### src/rtl/div_8bit.sv
`default_nettype none
// ============================================================================
// Module   : div_8bit
// Purpose  : Multi-cycle unsigned restoring divider, one quotient bit per clock
// Revision : 1.0 - initial release
// ============================================================================
module div_8bit #(
    parameter int WIDTH = 8
) (
    input  logic             clk,
    input  logic             rst,
    input  logic             start,
    input  logic [WIDTH-1:0] dividend,
    input  logic [WIDTH-1:0] divisor,
    output logic             busy,
    output logic             done,
    output logic [WIDTH-1:0] quotient,
    output logic [WIDTH-1:0] remainder,
    output logic             div_by_zero
);

    localparam int CNT_W = $clog2(WIDTH + 1);

    typedef enum logic [1:0] {
        S_IDLE  = 2'd0,
        S_RUN   = 2'd1,
        S_DZERO = 2'd2
    } state_t;

    state_t             state_q, state_d;
    logic [CNT_W-1:0]   cnt_q, cnt_d;
    logic [WIDTH-1:0]   shift_q, shift_d;
    logic [WIDTH-1:0]   dsr_q, dsr_d;
    logic [WIDTH-1:0]   prem_q, prem_d;
    logic [WIDTH-1:0]   quot_q, quot_d;
    logic [WIDTH-1:0]   rem_q, rem_d;
    logic               done_q, done_d;
    logic               dz_q, dz_d;

    logic [WIDTH:0]     w_shifted;
    logic [WIDTH-1:0]   w_diff;
    logic               w_cout;
    logic               w_carry;

    // The restored remainder is always below the divisor, so it fits in WIDTH
    // bits; only the shifted trial value needs the extra bit. A set MSB in the
    // shifted value means it already exceeds any divisor (no borrow possible).
    always_comb begin
        w_shifted         = {prem_q, shift_q[WIDTH-1]};
        {w_cout, w_diff}  = {1'b0, w_shifted[WIDTH-1:0]} + {1'b0, ~dsr_q}
                          + {{WIDTH{1'b0}}, 1'b1};
        w_carry           = w_shifted[WIDTH] | w_cout;
    end

    always_comb begin
        state_d = state_q;
        cnt_d   = cnt_q;
        shift_d = shift_q;
        dsr_d   = dsr_q;
        prem_d  = prem_q;
        quot_d  = quot_q;
        rem_d   = rem_q;
        done_d  = 1'b0;
        dz_d    = dz_q;

        case (state_q)
            S_IDLE: begin
                if (start) begin
                    shift_d = dividend;
                    dsr_d   = divisor;
                    prem_d  = '0;
                    cnt_d   = CNT_W'(WIDTH);
                    state_d = (divisor == '0) ? S_DZERO : S_RUN;
                end
            end
            S_RUN: begin
                prem_d  = w_carry ? w_diff : w_shifted[WIDTH-1:0];
                shift_d = {shift_q[WIDTH-2:0], w_carry};
                cnt_d   = cnt_q - 1'b1;
                if (cnt_q == CNT_W'(1)) begin
                    quot_d  = shift_d;
                    rem_d   = prem_d;
                    dz_d    = 1'b0;
                    done_d  = 1'b1;
                    state_d = S_IDLE;
                end
            end
            S_DZERO: begin
                quot_d  = '1;
                rem_d   = shift_q;
                dz_d    = 1'b1;
                done_d  = 1'b1;
                cnt_d   = '0;
                state_d = S_IDLE;
            end
            default: state_d = S_IDLE;
        endcase
    end

    always_ff @(posedge clk) begin
        if (rst) begin
            state_q <= S_IDLE;
            cnt_q   <= '0;
            shift_q <= '0;
            dsr_q   <= '0;
            prem_q  <= '0;
            quot_q  <= '0;
            rem_q   <= '0;
            done_q  <= 1'b0;
            dz_q    <= 1'b0;
        end else begin
            state_q <= state_d;
            cnt_q   <= cnt_d;
            shift_q <= shift_d;
            dsr_q   <= dsr_d;
            prem_q  <= prem_d;
            quot_q  <= quot_d;
            rem_q   <= rem_d;
            done_q  <= done_d;
            dz_q    <= dz_d;
        end
    end

    assign busy        = (state_q != S_IDLE);
    assign done        = done_q;
    assign quotient    = quot_q;
    assign remainder   = rem_q;
    assign div_by_zero = dz_q;

endmodule
`default_nettype wire

### config.mk
export PLATFORM = sky130hd
export DESIGN_NAME = div_8bit
export DESIGN_NICKNAME = d
export VERILOG_FILES = /design/src/rtl/div_8bit.sv
export SDC_FILE = /design/constraint.sdc
export NUM_CORES = 1
export LEC_CHECK = 0
export ABC_AREA = 1
export CORE_MARGIN = 2
export CORE_UTILIZATION = 56
export CTS_BUF_LIST = sky130_fd_sc_hd__clkbuf_8
export CTS_CLUSTER_DIAMETER = 120
export DETAILED_ROUTE_END_ITERATION = 10
export HOLD_SLACK_MARGIN = 0.08
export PLACE_DENSITY = 0.9
export SLEW_MARGIN = 20
export SYNTH_ARGS = -nofsm -noshare
export SYNTH_HDL_FRONTEND = slang
export SYNTH_SLANG_ARGS = --single-unit
### constraint.sdc
create_clock -name clk -period 2.35 [get_ports clk]
set_input_delay 0.47 -clock clk [delete_from_list [all_inputs] [get_ports clk]]
set_output_delay 0.47 -clock clk [all_outputs]
set_load 0.005 [all_outputs]
# --- Yosys cells after proc, flatten, opt, wreduce, memory -nomap -nowiden ---
# Index checks and enable logic that the tools add are counted.
totals:
  latchBits: 0
  ff_bits: 48
  mem_bits_ro: 0
  out_inout_bits: 19
  ramBits: 0
  wordCells: 49
  memories: 0
classes:
  bitwise: 2
  shifts: 0
  n_reduce_logical: 11
  n_lt_le_gt_ge: 0
  n_mux: 19
  n_addsub: 3
  n_div: 0
  n_mul: 0
  n_eq_ne: 5
op_table:
  columns: ["cell", "n"]
  rows:
  - ["case mux 8 bit (2 select lines)", 4]
  - ["2-to-1 mux 8 bit", 5]
  - ["case mux 4 bit (3 select lines)", 1]
  - ["AND reduction 2 bit", 5]
  - ["adder 8 x 8 -> 9 bit", 1]
  - ["adder 9 x 1 -> 9 bit (second input constant)", 1]
  - ["zero test 8 bit", 1]
  - ["NOT 8 bit", 1]
  - ["2-to-1 mux 2 bit", 3]
  - ["nonzero test 2 bit", 3]
  - ["== test 4 x 1 -> 1 bit (second input constant)", 1]
  - ["2-to-1 mux 4 bit", 1]
  - ["!= test 2 bit (second input constant)", 2]
  - ["case mux 1 bit (2 select lines)", 2]
  - ["case mux 2 bit (2 select lines)", 1]
  - ["subtractor 4 x 1 -> 4 bit (second input constant)", 1]
  - ["nonzero test 3 bit", 1]
  - ["== test 2 x 1 -> 1 bit (second input constant)", 1]
  - ["== test 2 bit (second input constant)", 1]
  - ["zero test 2 bit", 1]
  - ["2-to-1 mux 1 bit", 2]
  - ["bitwise OR 1 bit", 1]

# --- Depth between registers and ports, before layout ---
depth:
  depth_word: 7
  depth_mapped: 13
  depth_no_buf: 13

# --- Worst setup path before layout ---
# OpenSTA, ideal clock, no wires.
synth_path:
  kind: "reg2reg"
  start: "register shift_q[7]"
  end: "register prem_q[2]"
  slack_ns: 0.562
  stages_incl_launch_ff: 12
  synth_period_minus_slack_ns: 1.788
  path_buffers: 1
  required_ns: 2.218
  arrival_ns: 1.655
  cell_sequence: "dfxtp_1 > inv_1 > ha_1 > inv_1 > fa_1 > nand2_1 > nand2_1 > nand3_2 > nand3_4 > buf_6 > o211ai_1 > a21oi_1"
synth_between:
  elab_chain_len: 5
synth_rtl:
  columns: ["item", "line_no", "rtl"]
  rows:
  - ["from (decl)", "32", "logic [WIDTH-1:0] shift_q, shift_d;"]
  - ["from (signal assigned)", "114", "shift_q <= shift_d;"]
  - ["adder 8 x 8 -> 9 bit *", "50", "{w_cout, w_diff} = {1'b0, w_shifted[WIDTH-1:0]} + {1'b0, ~dsr_q}"]
  - ["adder 9 x 1 -> 9 bit *", "51", "+ {{WIDTH{1'b0}}, 1'b1};"]
  - ["bitwise OR 1 bit", "52", "w_carry = w_shifted[WIDTH] | w_cout;"]
  - ["2-to-1 mux 8 bit *", "77", "prem_d = w_carry ? w_diff : w_shifted[WIDTH-1:0];"]
  - ["case mux 8 bit (2 select lines) *", "66", "case (state_q)"]
  - ["to (signal assigned)", "116", "prem_q <= prem_d;"]
  - ["to (decl)", "34", "logic [WIDTH-1:0] prem_q, prem_d;"]
# Every way passes the cells marked *; elsewhere a longest branch is shown, timed or not.
# A chain may end at the register's enable or synchronous reset.

# --- Final worst setup path ---
layout_path:
  start: "register state_q[0]"
  end: "output port busy"
layout_between:
  elab_chain_len: 1
layout_rtl:
  columns: ["item", "line_no", "rtl"]
  rows:
  - ["from (decl)", "30", "state_t state_q, state_d;"]
  - ["from (signal assigned)", "112", "state_q <= state_d;"]
  - ["nonzero test 2 bit", "124", "assign busy = (state_q != S_IDLE);"]
  - ["to (decl)", "15", "output logic busy,"]
# No other way between the ends.

==> impl_metrics.json <==
{
  "outcome": "complete, no violations",
  "drt_iter0_markers": 132,
  "grt_use_total_pct": 24.4,
  "dp_hpwl_microns": 4340,
  "start_util_pct": 57.9,
  "cts_buffers": 5,
  "fin_area_sq_um": 3020,
  "grt_pass1_wl_microns": 10000,
  "fin_ws_ns": 0.259,
  "htree_levels": 2,
  "synth-xor-area-share_pct": 1.40,
  "combinationalPowerShare_pct": 24.6,
  "synthAdderAreaFrac_pct": 7.80,
  "leakage_nw": 1.25,
  "seq_power_share_pct": 49.2,
  "cap_violations": 0,
  "cts-root-buf": "clkbuf_8",
  "die_h_microns": 70.9,
  "critPathKind": "reg2out",
  "worstSetupStartpoint": "state_q[0]",
  "port_buffers": 37,
  "grt_setup_unrepaired": "no",
  "post-place-ws_ns": 0.302,
  "dp_cells": 430,
  "synthArstFlopShare_pct": 0,
  "viasPerCell": 5.65,
  "drive_gt1_share_pct": 7.01,
  "place.gp.congestion": 0.896,
  "yosysSeqAreaShare_pct": 38.4,
  "num_rows": 24,
  "yosys_warnings": 0,
  "synthSimpleGateAreaFrac_pct": 21.5,
  "ctsResizeCount": 0,
  "clk_latency_ns": 0.30,
  "fin_worst_skew_ns": 0.00881,
  "drt_wl_total_microns": 5860,
  "syn_nets": 380,
  "p_int_mw": 1.23,
  "clkPwrFrac_pct": 26.3,
  "hold_viol": 0,
  "synthFlopType": "dfxtp_1",
  "cts.path.max_buffers": 2,
  "switching_share_pct": 31.7,
  "synth_top_cell_area_share_pct": 38.4,
  "muxShareOfSynthArea_pct": 0,
  "cts_setup_buffers": 0,
  "instances_no_fill": 437,
  "antenna_left": 0,
  "arrival_ns": 1.62,
  "cp-end-kind": "primary output",
  "dieArea_sq_um": 5020,
  "cts_sinks": 48,
  "design_power_total_mw": 1.80,
  "synth_top_family_by_area": "compound AO/OA/AOI/OAI gates",
  "setup_viol": 0,
  "max_freq_mhz": 478,
  "hold_class": "reg2reg",
  "powerDensity_nw_per_um2": 597,
  "avgSynthCellArea_sq_um": 7.24,
  "relSlewSlack_pct": 54.9,
  "grt_pass1_vias": 2340,
  "synthToLayoutAreaGrowth_pct": 20.5,
  "wl_per_cell_microns": 13.4,
  "synthMostInstantiatedCell": "nand2_1",
  "final.min_clock_period_ns": 2.09,
  "synthCells": 346,
  "cp-start-kind": "flip-flop",
  "fin_tns_setup_ns": 0,
  "cts_hold_buffers": 0,
  "antenna_cells": 0,
  "worst_pin_slew_ns": 0.675,
  "num_io_pins": 38,
  "synth_cell_type_count": 33,
  "core_sq_um": 4320,
  "synth_top_area_cell": "dfxtp_1",
  "regToRegStartpoint": "shift_q[7]",
  "grt_max_degree": 27,
  "synth_area_sq_um": 2500,
  "ir_drop_mv": 0.500,
  "vias": 2467,
  "fin_crit_sh_pct": 89.0,
  "clk_pin_slew_ns": 0.09,
  "tritoncts": "done",
  "synthTopCellsByCount": "nand2_1, a21oi_1, dfxtp_1",
  "synthTopCellsByArea": "dfxtp_1, nand2_1, a21oi_1, ha_1, o21ai_0",
  "drc": 0,
  "worst-path-max-fanout": 5,
  "ys_ff_latch": 48,
  "synth_enable_flop_cells": 0,
  "die_w_microns": 70.9,
  "antenna_found_initial": 0,
  "crit_required_ns": 1.88,
  "dr.pass1.iters": 4,
  "place_area_sq_um": 2940,
  "synth_compound_gate_area_share_pct": 22.3,
  "switchingPower_mw": 0.571,
  "final_nets": 419,
  "hold_start": "quotient[6]",
  "slew_violations": 0,
  "overflow": 0
}
-- cell type report --
| class | count | area, sq um |
|---|---|---|
| timing repair buffer | 45 | 430 |
| clock inverter | 2 | 12.5 |
| multi-input combinational | 245 | 1330 |
| sequential | 48 | 961 |
| tap | 52 | 65.1 |
| inverter | 40 | 150 |
| fill | 361 | 1310 |
| clock buffer | 5 | 68.8 |
-- critical path, cell delays in order (launching register included) --
cell	delay, ns
dfxtp_1	0.39
inv_1	0.08
ha_1	0.26
inv_1	0.09
clkdlybuf4s50_1	0.49
-- final timing paths --
check                           slack (ns)  cells after the start      endpoint
worst max-delay path                  0.26                      4          busy
worst min-delay path                  0.46                      2   quotient[6]
worst max register to register        0.27                     13  remainder[6]
worst min register to register        0.46                      2   quotient[6]
-- placed cells by master (no fill, tap or decap), types with 2 or more instances in the layout --
cell type / instances
ha_1: 14
nand4_1: 3
o211ai_1: 7
nand3_1: 11
a31oi_1: 8
nand2_2: 3
inv_1: 36
clkbuf_8: 5
xnor2_1: 2
nand3b_1: 2
nand2_1: 92
xor2_1: 2
a21oi_1: 50
buf_4: 8
nor2_1: 7
nor4_1: 2
o21ai_0: 33
clkdlybuf4s50_1: 37
dfxtp_1: 48
inv_2: 3
-- power by group through the flow --
| stage | clock (mW) | combinational [mW] | sequential, mW |
|---|---|---|---|
| after global routing | 0.507 | 0.497 | 0.891 |
| after global placement | 0 | 0.417 | 0.902 |
| after floorplan | 0 | 0.326 | 0.894 |
| after detailed placement | 0 | 0.437 | 0.902 |
| final | 0.473 | 0.443 | 0.885 |
| after CTS | 0.478 | 0.438 | 0.884 |
-- layer usage --
layer  GRT usage (%)  wire length [microns]  vias to the layer above
met5               0                      0                        -
met4            10.5                    155                        0
met3            4.56                    270                       15
met2            42.4                   2930                       74
met1            29.5                   2510                     1152
li1                -                      -                     1226
-- state kept, by name (all words and copies together) (netlist names) --
signal       count
dsr_q            8
prem_q           8
quotient         8
remainder        8
shift_q          8
cnt_q            4
state_q          2
div_by_zero      1
done             1
-- stage by stage --
step                hold slack (ns)  util (%)
floorplan                     0.435         -
global placement              0.453      67.9
detailed placement            0.453      67.9
CTS                           0.466      69.8
global route                  0.488      69.8
finish                        0.465      69.8
-- kinds of logic (layout without fill, tap and decap cells) --
| group | count (synthesis) | count (layout) |
|---|---|---|
| AOI/OAI and AO/OA | 102 | 102 |
| xor gates and xnor gates | 4 | 4 |
| adders and majority gates | 15 | 15 |
| buffers and inverters | 53 | 92 |
| DFF | 48 | 48 |
| and+or+nand+nor | 124 | 124 |
Power figures use the tool's default switching activity.
